[config.mk]
export PLATFORM = sky130hd
export DESIGN_NAME = keypad_scanner
export DESIGN_NICKNAME = d
export VERILOG_FILES = /design/src/rtl/keypad_scanner_pkg.sv /design/src/rtl/key_debounce_fsm.sv /design/src/rtl/keypad_scanner.sv
export SDC_FILE = /design/constraint.sdc
export NUM_CORES = 1
export LEC_CHECK = 0
export BUFFER_PORTS_ARGS = -buffer_cell sky130_fd_sc_hd__buf_4
export CORE_ASPECT_RATIO = 1.1
export CORE_MARGIN = 3
export CORE_UTILIZATION = 52
export CTS_CLUSTER_SIZE = 12
export DETAILED_ROUTE_END_ITERATION = 10
export PLACE_DENSITY = 0.71
export SLEW_MARGIN = 0
export SYNTH_ARGS = -nofsm -noshare
export SYNTH_HDL_FRONTEND = slang
export SYNTH_SLANG_ARGS = --single-unit
[constraint.sdc]
create_clock -name CLK -period 3.4 [get_ports CLK]
set_input_delay 0.34 -clock CLK [delete_from_list [all_inputs] [get_ports CLK]]
set_output_delay 0.34 -clock CLK [all_outputs]
set_load 0.005 [all_outputs]
[src/rtl/keypad_scanner_pkg.sv]
// Shared types and helpers for the 4x4 keypad scanner and its debounce FSM.
package keypad_scanner_pkg;

    localparam int unsigned KeyW = 4;

    typedef enum logic [1:0] {
        StIdle = 2'd0,
        StCand = 2'd1,
        StHeld = 2'd2
    } deb_state_e;

    typedef enum logic [1:0] {
        FrNone   = 2'd0,
        FrSingle = 2'd1,
        FrMulti  = 2'd2
    } frame_res_e;

    function automatic logic [3:0] col_drive(input logic [1:0] idx);
        logic [3:0] drv;
        case (idx)
            2'd0:    drv = 4'b1110;
            2'd1:    drv = 4'b1101;
            2'd2:    drv = 4'b1011;
            default: drv = 4'b0111;
        endcase
        return drv;
    endfunction

    function automatic logic [2:0] row_count(input logic [3:0] pressed);
        return {2'b00, pressed[0]} + {2'b00, pressed[1]}
             + {2'b00, pressed[2]} + {2'b00, pressed[3]};
    endfunction

    function automatic logic [1:0] frame_classify(input logic [1:0] cnt);
        logic [1:0] res;
        case (cnt)
            2'd0:    res = FrNone;
            2'd1:    res = FrSingle;
            default: res = FrMulti;
        endcase
        return res;
    endfunction

endpackage

[src/rtl/key_debounce_fsm.sv]
// Frame-level debounce: accepts a key after DEBOUNCE_FRAMES identical single-key frames,
// then waits for DEBOUNCE_FRAMES empty frames before arming again.
module key_debounce_fsm
    import keypad_scanner_pkg::*;
#(
    parameter int unsigned DEBOUNCE_FRAMES = 4
) (
    input  logic            CLK,
    input  logic            RST,
    input  logic            frame_end_i,
    input  logic [1:0]      frame_result_i,
    input  logic [KeyW-1:0] frame_code_i,
    output logic            accept_o,
    output logic [KeyW-1:0] code_o
);

    localparam int unsigned CntW = $clog2(DEBOUNCE_FRAMES + 1);
    localparam logic [CntW-1:0] CntMax = CntW'(DEBOUNCE_FRAMES);
    localparam logic [CntW-1:0] CntOne = CntW'(1);

    deb_state_e      state;
    logic [CntW-1:0] cnt;
    logic [CntW-1:0] cnt_inc;
    logic [KeyW-1:0] cand;
    logic            is_single;
    logic            is_none;

    assign cnt_inc   = cnt + CntOne;
    assign is_single = (frame_result_i == FrSingle);
    assign is_none   = (frame_result_i == FrNone);

    always_ff @(posedge CLK) begin
        if (RST) begin
            state    <= StIdle;
            cnt      <= '0;
            cand     <= '0;
            accept_o <= 1'b0;
            code_o   <= '0;
        end else begin
            accept_o <= 1'b0;
            if (frame_end_i) begin
                case (state)
                    StIdle: begin
                        if (is_single) begin
                            cand <= frame_code_i;
                            if (DEBOUNCE_FRAMES == 1) begin
                                accept_o <= 1'b1;
                                code_o   <= frame_code_i;
                                state    <= StHeld;
                                cnt      <= '0;
                            end else begin
                                state <= StCand;
                                cnt   <= CntOne;
                            end
                        end
                    end
                    StCand: begin
                        if (is_single && (frame_code_i == cand)) begin
                            if (cnt_inc == CntMax) begin
                                accept_o <= 1'b1;
                                code_o   <= cand;
                                state    <= StHeld;
                                cnt      <= '0;
                            end else begin
                                cnt <= cnt_inc;
                            end
                        end else if (is_single) begin
                            cand <= frame_code_i;
                            cnt  <= CntOne;
                        end else begin
                            state <= StIdle;
                            cnt   <= '0;
                        end
                    end
                    StHeld: begin
                        // Any pressed key restarts the release count; no auto-repeat.
                        if (is_none) begin
                            if (cnt_inc == CntMax) begin
                                state <= StIdle;
                                cnt   <= '0;
                            end else begin
                                cnt <= cnt_inc;
                            end
                        end else begin
                            cnt <= '0;
                        end
                    end
                    default: begin
                        state <= StIdle;
                        cnt   <= '0;
                    end
                endcase
            end
        end
    end

endmodule

[src/rtl/keypad_scanner.sv]
// 4x4 matrix keypad scanner: column rotation, row synchroniser, per-frame key
// accumulation and a 16-bit digit shift register feeding the display driver.
module keypad_scanner
    import keypad_scanner_pkg::*;
#(
    parameter int unsigned SCAN_DIV        = 50000,
    parameter int unsigned DEBOUNCE_FRAMES = 4
) (
    input  logic        CLK,
    input  logic        RST,
    input  logic [3:0]  ROW,
    input  logic        CLR,
    output logic [3:0]  COL,
    output logic [3:0]  KEY_CODE,
    output logic        KEY_VALID,
    output logic [15:0] DOUT
);

    localparam int unsigned DivW = (SCAN_DIV > 1) ? $clog2(SCAN_DIV) : 1;
    localparam logic [DivW-1:0] DivLast = DivW'(SCAN_DIV - 1);

    logic [DivW-1:0] div;
    logic [1:0]      col_idx;
    logic [3:0]      rs_meta;
    logic [3:0]      rs;
    logic [1:0]      acc_cnt;
    logic [KeyW-1:0] acc_code;

    logic            tick;
    logic            frame_end;
    logic [3:0]      pressed;
    logic [2:0]      hits;
    logic [1:0]      row_idx;
    logic [2:0]      sum_cnt;
    logic [1:0]      tot_cnt;
    logic [KeyW-1:0] tot_code;
    logic [1:0]      frame_result;

    assign tick      = (div == DivLast);
    assign frame_end = tick && (col_idx == 2'd3);
    assign pressed   = ~rs;
    assign hits      = row_count(pressed);

    always_comb begin
        row_idx = 2'd0;
        for (int i = 3; i >= 0; i--) begin
            if (pressed[i]) begin
                row_idx = 2'(i);
            end
        end
    end

    // Counts saturate at 2: beyond that every frame is simply MULTI.
    always_comb begin
        sum_cnt      = {1'b0, acc_cnt} + hits;
        tot_cnt      = (sum_cnt >= 3'd2) ? 2'd2 : sum_cnt[1:0];
        tot_code     = ((acc_cnt == 2'd0) && (hits != 3'd0)) ? {row_idx, col_idx} : acc_code;
        frame_result = frame_classify(tot_cnt);
    end

    always_ff @(posedge CLK) begin
        if (RST) begin
            div      <= '0;
            col_idx  <= 2'd0;
            COL      <= col_drive(2'd0);
            rs_meta  <= 4'b1111;
            rs       <= 4'b1111;
            acc_cnt  <= 2'd0;
            acc_code <= '0;
        end else begin
            rs_meta <= ROW;
            rs      <= rs_meta;
            if (tick) begin
                div     <= '0;
                col_idx <= col_idx + 2'd1;
                COL     <= col_drive(col_idx + 2'd1);
                if (frame_end) begin
                    acc_cnt  <= 2'd0;
                    acc_code <= '0;
                end else begin
                    acc_cnt  <= tot_cnt;
                    acc_code <= tot_code;
                end
            end else begin
                div <= div + DivW'(1);
            end
        end
    end

    key_debounce_fsm #(
        .DEBOUNCE_FRAMES(DEBOUNCE_FRAMES)
    ) u_debounce (
        .CLK           (CLK),
        .RST           (RST),
        .frame_end_i   (frame_end),
        .frame_result_i(frame_result),
        .frame_code_i  (tot_code),
        .accept_o      (KEY_VALID),
        .code_o        (KEY_CODE)
    );

    // The digit shifts in on the edge that closes the KEY_VALID cycle; a clear in that
    // same cycle wipes the old digits before the shift.
    always_ff @(posedge CLK) begin
        if (RST) begin
            DOUT <= 16'h0000;
        end else if (CLR) begin
            DOUT <= KEY_VALID ? {12'h000, KEY_CODE} : 16'h0000;
        end else if (KEY_VALID) begin
            DOUT <= {DOUT[11:0], KEY_CODE};
        end
    end

endmodule

==> results of run 1 <==
-- layout by cell type (no fill, tap or decap), types with 12 or more instances in the layout --
| cell | instances |
|---|---|
| dfxtp_1 | 63 |
| nor2_1 | 55 |
| buf_4 | 40 |
| nand2_1 | 22 |
| mux2i_1 | 19 |
| a21oi_1 | 15 |
| nand3_1 | 14 |
| or2_2 | 12 |
| o21ai_0 | 12 |
| clkbuf_8 | 12 |
-- per-stage QoR --
step | setup TNS, ns | setup WS (ns)
after floorplan | 0 | 0.00635
after global placement | 0 | 0.0411
after detailed placement | -0.110 | -0.0267
after CTS | 0 | 0.0224
after global routing | -0.299 | -0.0823
final | 0 | 0.0662
-- power groups by stage --
| stage | sequential, mW | clock [mW] | combinational [mW] |
|---|---|---|---|
| 3_3_place_gp | 0.802 | 0 | 0.0899 |
| 4_1_cts | 0.785 | 0.619 | 0.0966 |
| 5_1_grt | 0.785 | 0.647 | 0.117 |
| 2_1_floorplan | 0.801 | 0 | 0.0638 |
| 3_5_place_dp | 0.802 | 0 | 0.0915 |
| 6_report | 0.785 | 0.597 | 0.103 |
-- layer usage --
layer / part of all wire (%) / global-route usage [%]
met1: 45 / 24.6
met2: 49 / 31.2
met3: 3.4 / 5.30
met4: 2.0 / 8.75
met5: 0 / 0
-- repair_timing --
action                                  CTS  global route
pin swaps                                 2             7
endpoints found under the setup margin    6             9
resized for setup                         3            13
-- worst max-delay path, stage by stage (launching register included) --
cell       delay, ns
dfxtp_2         0.33
inv_2           0.04
fa_1            0.59
ha_4            0.23
ha_4            0.15
fa_1            0.48
nor4bb_2        0.30
and2_1          0.18
o211ai_1        0.12
a2111oi_4       0.36
buf_4           0.20
mux2i_1         0.19
nor2_1          0.05
-- final timing paths --
kind | from | to | slack, ns | depth (start not counted)
setup reg to reg | rs[0]$_SDFF_PP1_ | u_debounce.code_o[0]$_SDFFE_PP0P_ | 0.07 | 12
hold reg to reg | rs_meta[3]$_SDFF_PP1_ | rs[3]$_SDFF_PP1_ | 0.41 | 1
hold / removal | ROW[2] | rs_meta[2]$_SDFF_PP1_ | 0.18 | 2
setup / recovery | rs[0]$_SDFF_PP1_ | u_debounce.code_o[0]$_SDFFE_PP0P_ | 0.07 | 12
-- state kept, by name (all words and copies together) (netlist names), 2 cells and up --
signal / count
COL: 4
DOUT: 16
acc_cnt: 2
acc_code: 4
col_idx: 2
div: 16
rs: 4
rs_meta: 4
u_debounce.cand: 4
u_debounce.cnt: 3
u_debounce.code_o: 4
u_debounce.state: 2
-- cell families (layout without fill, tap and decap cells) --
family                     Yosys count  after routing
muxes                               19             19
buffers and inverters               24             68
DFF                                 66             66
and+or+nand+nor                    146            146
AOI/OAI and AO/OA                   57             57
adders and majority gates           12             12
xor gates and xnor gates            18             18
-- area by class of cell --
cell class / instances / area (um^2)
Sequential cell: 66 / 1330
Multi-Input combinational cell: 252 / 1720
Clock inverter: 2 / 10.0
Tap cell: 75 / 93.8
Fill cell: 484 / 1860
Timing Repair Buffer: 40 / 300
Inverter: 12 / 45.0
Clock buffer: 14 / 173
==> flow_summary.toml, run 1 <==
[clock_network]
postCtsSetupRepairBufs = 0
hold_buffers = 0
cts_num_sinks = 66
h-tree-depth = 3
clk_latency_ns = 0.34
cts_buffers = 9
clkTransAtPathRegs_ns = 0.07
cts_tree = "done"
clockBufferDepth = 2
root_buffer = "clkbuf_8"

[power]
seq_power_share_pct = 52.8
p_total_mw = 1.49
swShare_pct = 22.7
ir_drop_mv = 0.286
internal_power_mw = 1.15
p_per_area_mw_per_mm2 = 405
switchingPower_mw = 0.337
power_frac_clock_pct = 40.2
p_comb_share_pct = 6.9
leakage_nw = 1.44

[finish]
syn2layout_area_growth_pct = 19.7
num-nets-final = 400
num_antenna_cells = 0
layout-drive-gt1-share_pct = 22.5
postLayoutCoreUtil_pct = 66.3
postLayoutCellArea_mm2 = 0.00367
fin_cells = 461

[yosys]
syn_avg_cell_area_um2 = 8.97
syn_area_mm2 = 0.00307
syn-num-nets = 361
yosysSeqAreaShare_pct = 43.1
synth-seq-cells = 66
synth_top_family_by_area = "simple AND/OR/NAND/NOR gates"
synth_top_cells_by_count = "dfxtp_1 (66), nor2_1 (55), nand2_1 (22)"
synth_area_leaders = "dfxtp_1 (43%), nor2_1 (6.7%), mux2i_1 (6.2%)"
syn_inst = 342
synthSimpleGateAreaFrac_pct = 24.3
synth.distinct_cells = 53
yosys_warnings = 0
yosysTopAreaCellShare_pct = 43.1
synth_edf_count = 0
synth.mux.area_fraction_pct = 6.20
synth_top_cell_by_area = "dfxtp_1"
async_reset_ff_share_pct = 0
synth_ff_type = "dfxtp_1"
synth_xor_area_share_pct = 5.14
synthAdderAreaFrac_pct = 5.39
yosysMostFrequentCell = "dfxtp_1"
synth_compound_area_share_pct = 12.9

[detailed_routing]
first_pass_iters = 4
drtAntennaViolNets = 0
drt_iter0_drc = 128
viasPerCell = 5.36
remaining_drc_errors = 0
routed_wl_um = 6090
dr_total_vias = 2471
wl_per_cell_um = 13.2

[die]
rows = 28
design.core.area_mm2 = 0.00554
dieArea_mm2 = 0.00686
io_pins = 32
fp.dieH_um = 86.5
initial_utilization_pct = 55.4
dieWidth_um = 79.2

[global_route]
grt_max_degree = 37
grt_overflow_total = 0
grt_pass1_wl_um = 10500
antenna_found_initial = 0
track_usage_pct = 19.5
grt_pass1_vias = 2361

[place]
placedCellCount = 445
gp_congestion = 0.848
hpwl_um = 4500
portBuffers = 31
dpl_cell_area_mm2 = 0.00342

[sta]
period_share_pct = 98.1
clock.fmax_mhz = 300
rsz0062_at_grt = "true"
maxSlewHeadroom_pct = 37.9
finalSetupViolCount = 0
tightest_slew_ns = 0.930
hold_violations = 0
fin_crit_ns = 3.33
finClkSkew_ns = 0.00770
slew_viol_final = 0
holdWs_ns = 0.183

[critical_path]
worstPathArrival_ns = 3.56
cp_max_fo = 4
path_class = "register to register"
required_ns = 3.62
startpoint_type = "register"
crit_path_end_kind = "register"

[status]
status = "complete, no violations"

[worst_hold_path]
hold_path.class = "input pin to register"

[run]
cap_viol_max_count = 0
No activity file was read; power rests on OpenSTA's default activity.
==> inputs of run 2 (changes only) <==
--- a/config.mk
+++ b/config.mk
@@ -8,10 +8,10 @@
 export BUFFER_PORTS_ARGS = -buffer_cell sky130_fd_sc_hd__buf_4
 export CORE_ASPECT_RATIO = 1.1
 export CORE_MARGIN = 3
-export CORE_UTILIZATION = 52
+export CORE_UTILIZATION = 40
 export CTS_CLUSTER_SIZE = 12
 export DETAILED_ROUTE_END_ITERATION = 10
-export PLACE_DENSITY = 0.71
+export PLACE_DENSITY = 0.56
 export SLEW_MARGIN = 0
 export SYNTH_ARGS = -nofsm -noshare
 export SYNTH_HDL_FRONTEND = slang
==> run 2 against run 1 <==
- clock power up 31%
- largest cell class unchanged
- setup slack worse by 0.064 ns
- critical endpoint is now u_debounce.code_o[3]$_SDFFE_PP0P_
- highest routed layer unchanged
- register-to-register slack worse by 0.06 ns
- hold slack worse by 0.0076 ns
- fmax down 1.9%
- sequential share of layout area down 0.99 points
==> flow_summary.toml, run 2 (synthesized netlist as in run 1, its figures left out) <==
[clock_network]
cts_tree = "done"
clk_latency_ns = 0.34
h-tree-depth = 3
hold_buffers = 0
root_buffer = "clkbuf_8"
cts_buffers = 9
clockBufferDepth = 2
cts_num_sinks = 66
clkTransAtPathRegs_ns = 0.08

[critical_path]
path_class = "register to register"
startpoint_type = "register"
worstPathCellList = "inv_2, fa_1, ha_4, ha_4, fa_1, nor4bb_2, and2_4, o211ai_1, a2111oi_4, buf_4, mux2i_1, nor2_1"
required_ns = 3.63
worstPathArrival_ns = 3.63
max_stage_delay_ns = 0.59
cp_max_fo = 4
r2r_slack_ns = 0.002
crit_path_end_kind = "register"
slowest_stage = "fa_1"

[place]
hpwl_um = 4520
gp_congestion = 0.849
dpl_cell_area_mm2 = 0.00345
portBuffers = 31

[finish]
regArea_mm2 = 0.00132
layout-drive-gt1-share_pct = 22.4
reg_top3 = "DOUT (16), div (16)"
postLayoutCellArea_mm2 = 0.00377
num-nets-final = 402
multi_input_area_mm2 = 0.00172
final_common_cell = "dfxtp_1"
postLayoutCoreUtil_pct = 52.0
layout_common_cells = "dfxtp_1 (65), nor2_1 (55), buf_4 (42)"
num_antenna_cells = 0
fillers = 705
syn2layout_area_growth_pct = 22.8

[detailed_routing]
dr_total_vias = 2461
drt_iter0_drc = 109
routed_wl_um = 6370
first_pass_iters = 4
viasPerCell = 5.02
wl_per_cell_um = 13.0
remaining_drc_errors = 0
drtAntennaViolNets = 0

[global_route]
grt_overflow_total = 0
antenna_found_initial = 0
grt_max_degree = 37
track_usage_pct = 15.6
grt_pass1_vias = 2339
grt_pass1_wl_um = 10800

[die]
dieWidth_um = 89.5
rows = 32
io_pins = 32
design.core.area_mm2 = 0.00725
dieArea_mm2 = 0.00875
initial_utilization_pct = 42.3
fp.dieH_um = 97.8

[sta]
maxSlewHeadroom_pct = 37.9
slew_viol_final = 0
rsz0062_at_grt = "true"
finClkSkew_ns = 0.0102
tightest_slew_ns = 0.930
fin_crit_ns = 3.40
clock.fmax_mhz = 294
hold_violations = 0
period_share_pct = 99.9
finalSetupViolCount = 0

[worst_hold_path]
hold_path.class = "input pin to register"

[power]
p_per_area_mw_per_mm2 = 443
ir_drop_mv = 0.325
leakage_nw = 1.46

[status]
status = "complete, no violations"

[run]
cap_viol_max_count = 0
-- run 2: changes by cell type in the layout (fill, tap and decap cells not counted), moves of 2 or more --
cell and delta:
buf_4 +2, bufinv_16 +3, clkbuf_8 -3, dfxtp_1 +2
dfxtp_2 -2, inv_1 +2, inv_2 -2, nor3_2 +2
-- run 2: area by class of cell --
cell class | count | share of cell area [%]
inverters | 12 | 1.20
flip-flops and latches | 66 | 35.1
well taps | 102 | 3.39
clock buffers | 11 | 3.49
repair buffers | 42 | 8.37
clock inverters | 5 | 2.72
multi-input cells | 252 | 45.7
-- run 2: power by group --
part / switching [mW] / internal (mW) / leakage, nW
registers: 0.00422 / 0.780 / 0.534
clock network: 0.294 / 0.486 / 0.114
logic: 0.0569 / 0.0466 / 0.811
total: 0.355 / 1.31 / 1.46
-- run 2: per-layer routing --
layer	global-route usage [%]	wire length, um	vias up	share of wire, %
li1	-	-	1267	-
met1	20.4	3080	1149	48
met2	24.0	2980	33	47
met3	3.54	165	12	2.6
met4	7.56	146	0	2.3
met5	0	0	-	0
-- run 2: worst max-delay path, delay by kind of cell (launching register included) --
family	cells	cell delay (ns)
AO/OA/AOI/OAI	2	0.48
buffers and inverters	2	0.23
AND/OR/NAND/NOR	3	0.58
adder cells (fa/ha/maj)	4	1.46
flip-flops	1	0.35
multiplexers	1	0.18
-- run 2: final timing paths --
kind                               from                           endpoint  cells past startpoint
setup / recovery       rs[3]$_SDFF_PP1_  u_debounce.code_o[3]$_SDFFE_PP0P_                     12
hold / removal                   ROW[0]              rs_meta[0]$_SDFF_PP1_                      2
setup reg to reg       rs[3]$_SDFF_PP1_  u_debounce.code_o[3]$_SDFFE_PP0P_                     12
hold reg to reg   rs_meta[2]$_SDFF_PP1_                   rs[2]$_SDFF_PP1_                      1
-- run 2: stage by stage --
| step | hold slack (ns) | instances | power [mW] | worst slack, ns | setup TNS [ns] |
|---|---|---|---|---|---|
| 5_1_grt | 0.168 | 490 | 1.73 | -0.213 | -1.24 |
| 2_1_floorplan | 0.389 | 342 | 0.865 | 0.00635 | 0 |
| 6_report | 0.176 | 490 | 1.67 | 0.00221 | 0 |
| 3_5_place_dp | 0.397 | 472 | 0.896 | -0.0387 | -0.174 |
| 4_1_cts | 0.158 | 488 | 1.69 | 0.0337 | 0 |
| 3_3_place_gp | 0.391 | 472 | 0.895 | 0.0295 | 0 |
-- run 2: repair_timing --
item,4_1_cts,5_1_grt
pin swaps,0,10
setup endpoints to repair,6,11
buffers inserted,0,2
gates resized for setup,3,10
endpoints found under the hold margin,0,0
cloned,0,0
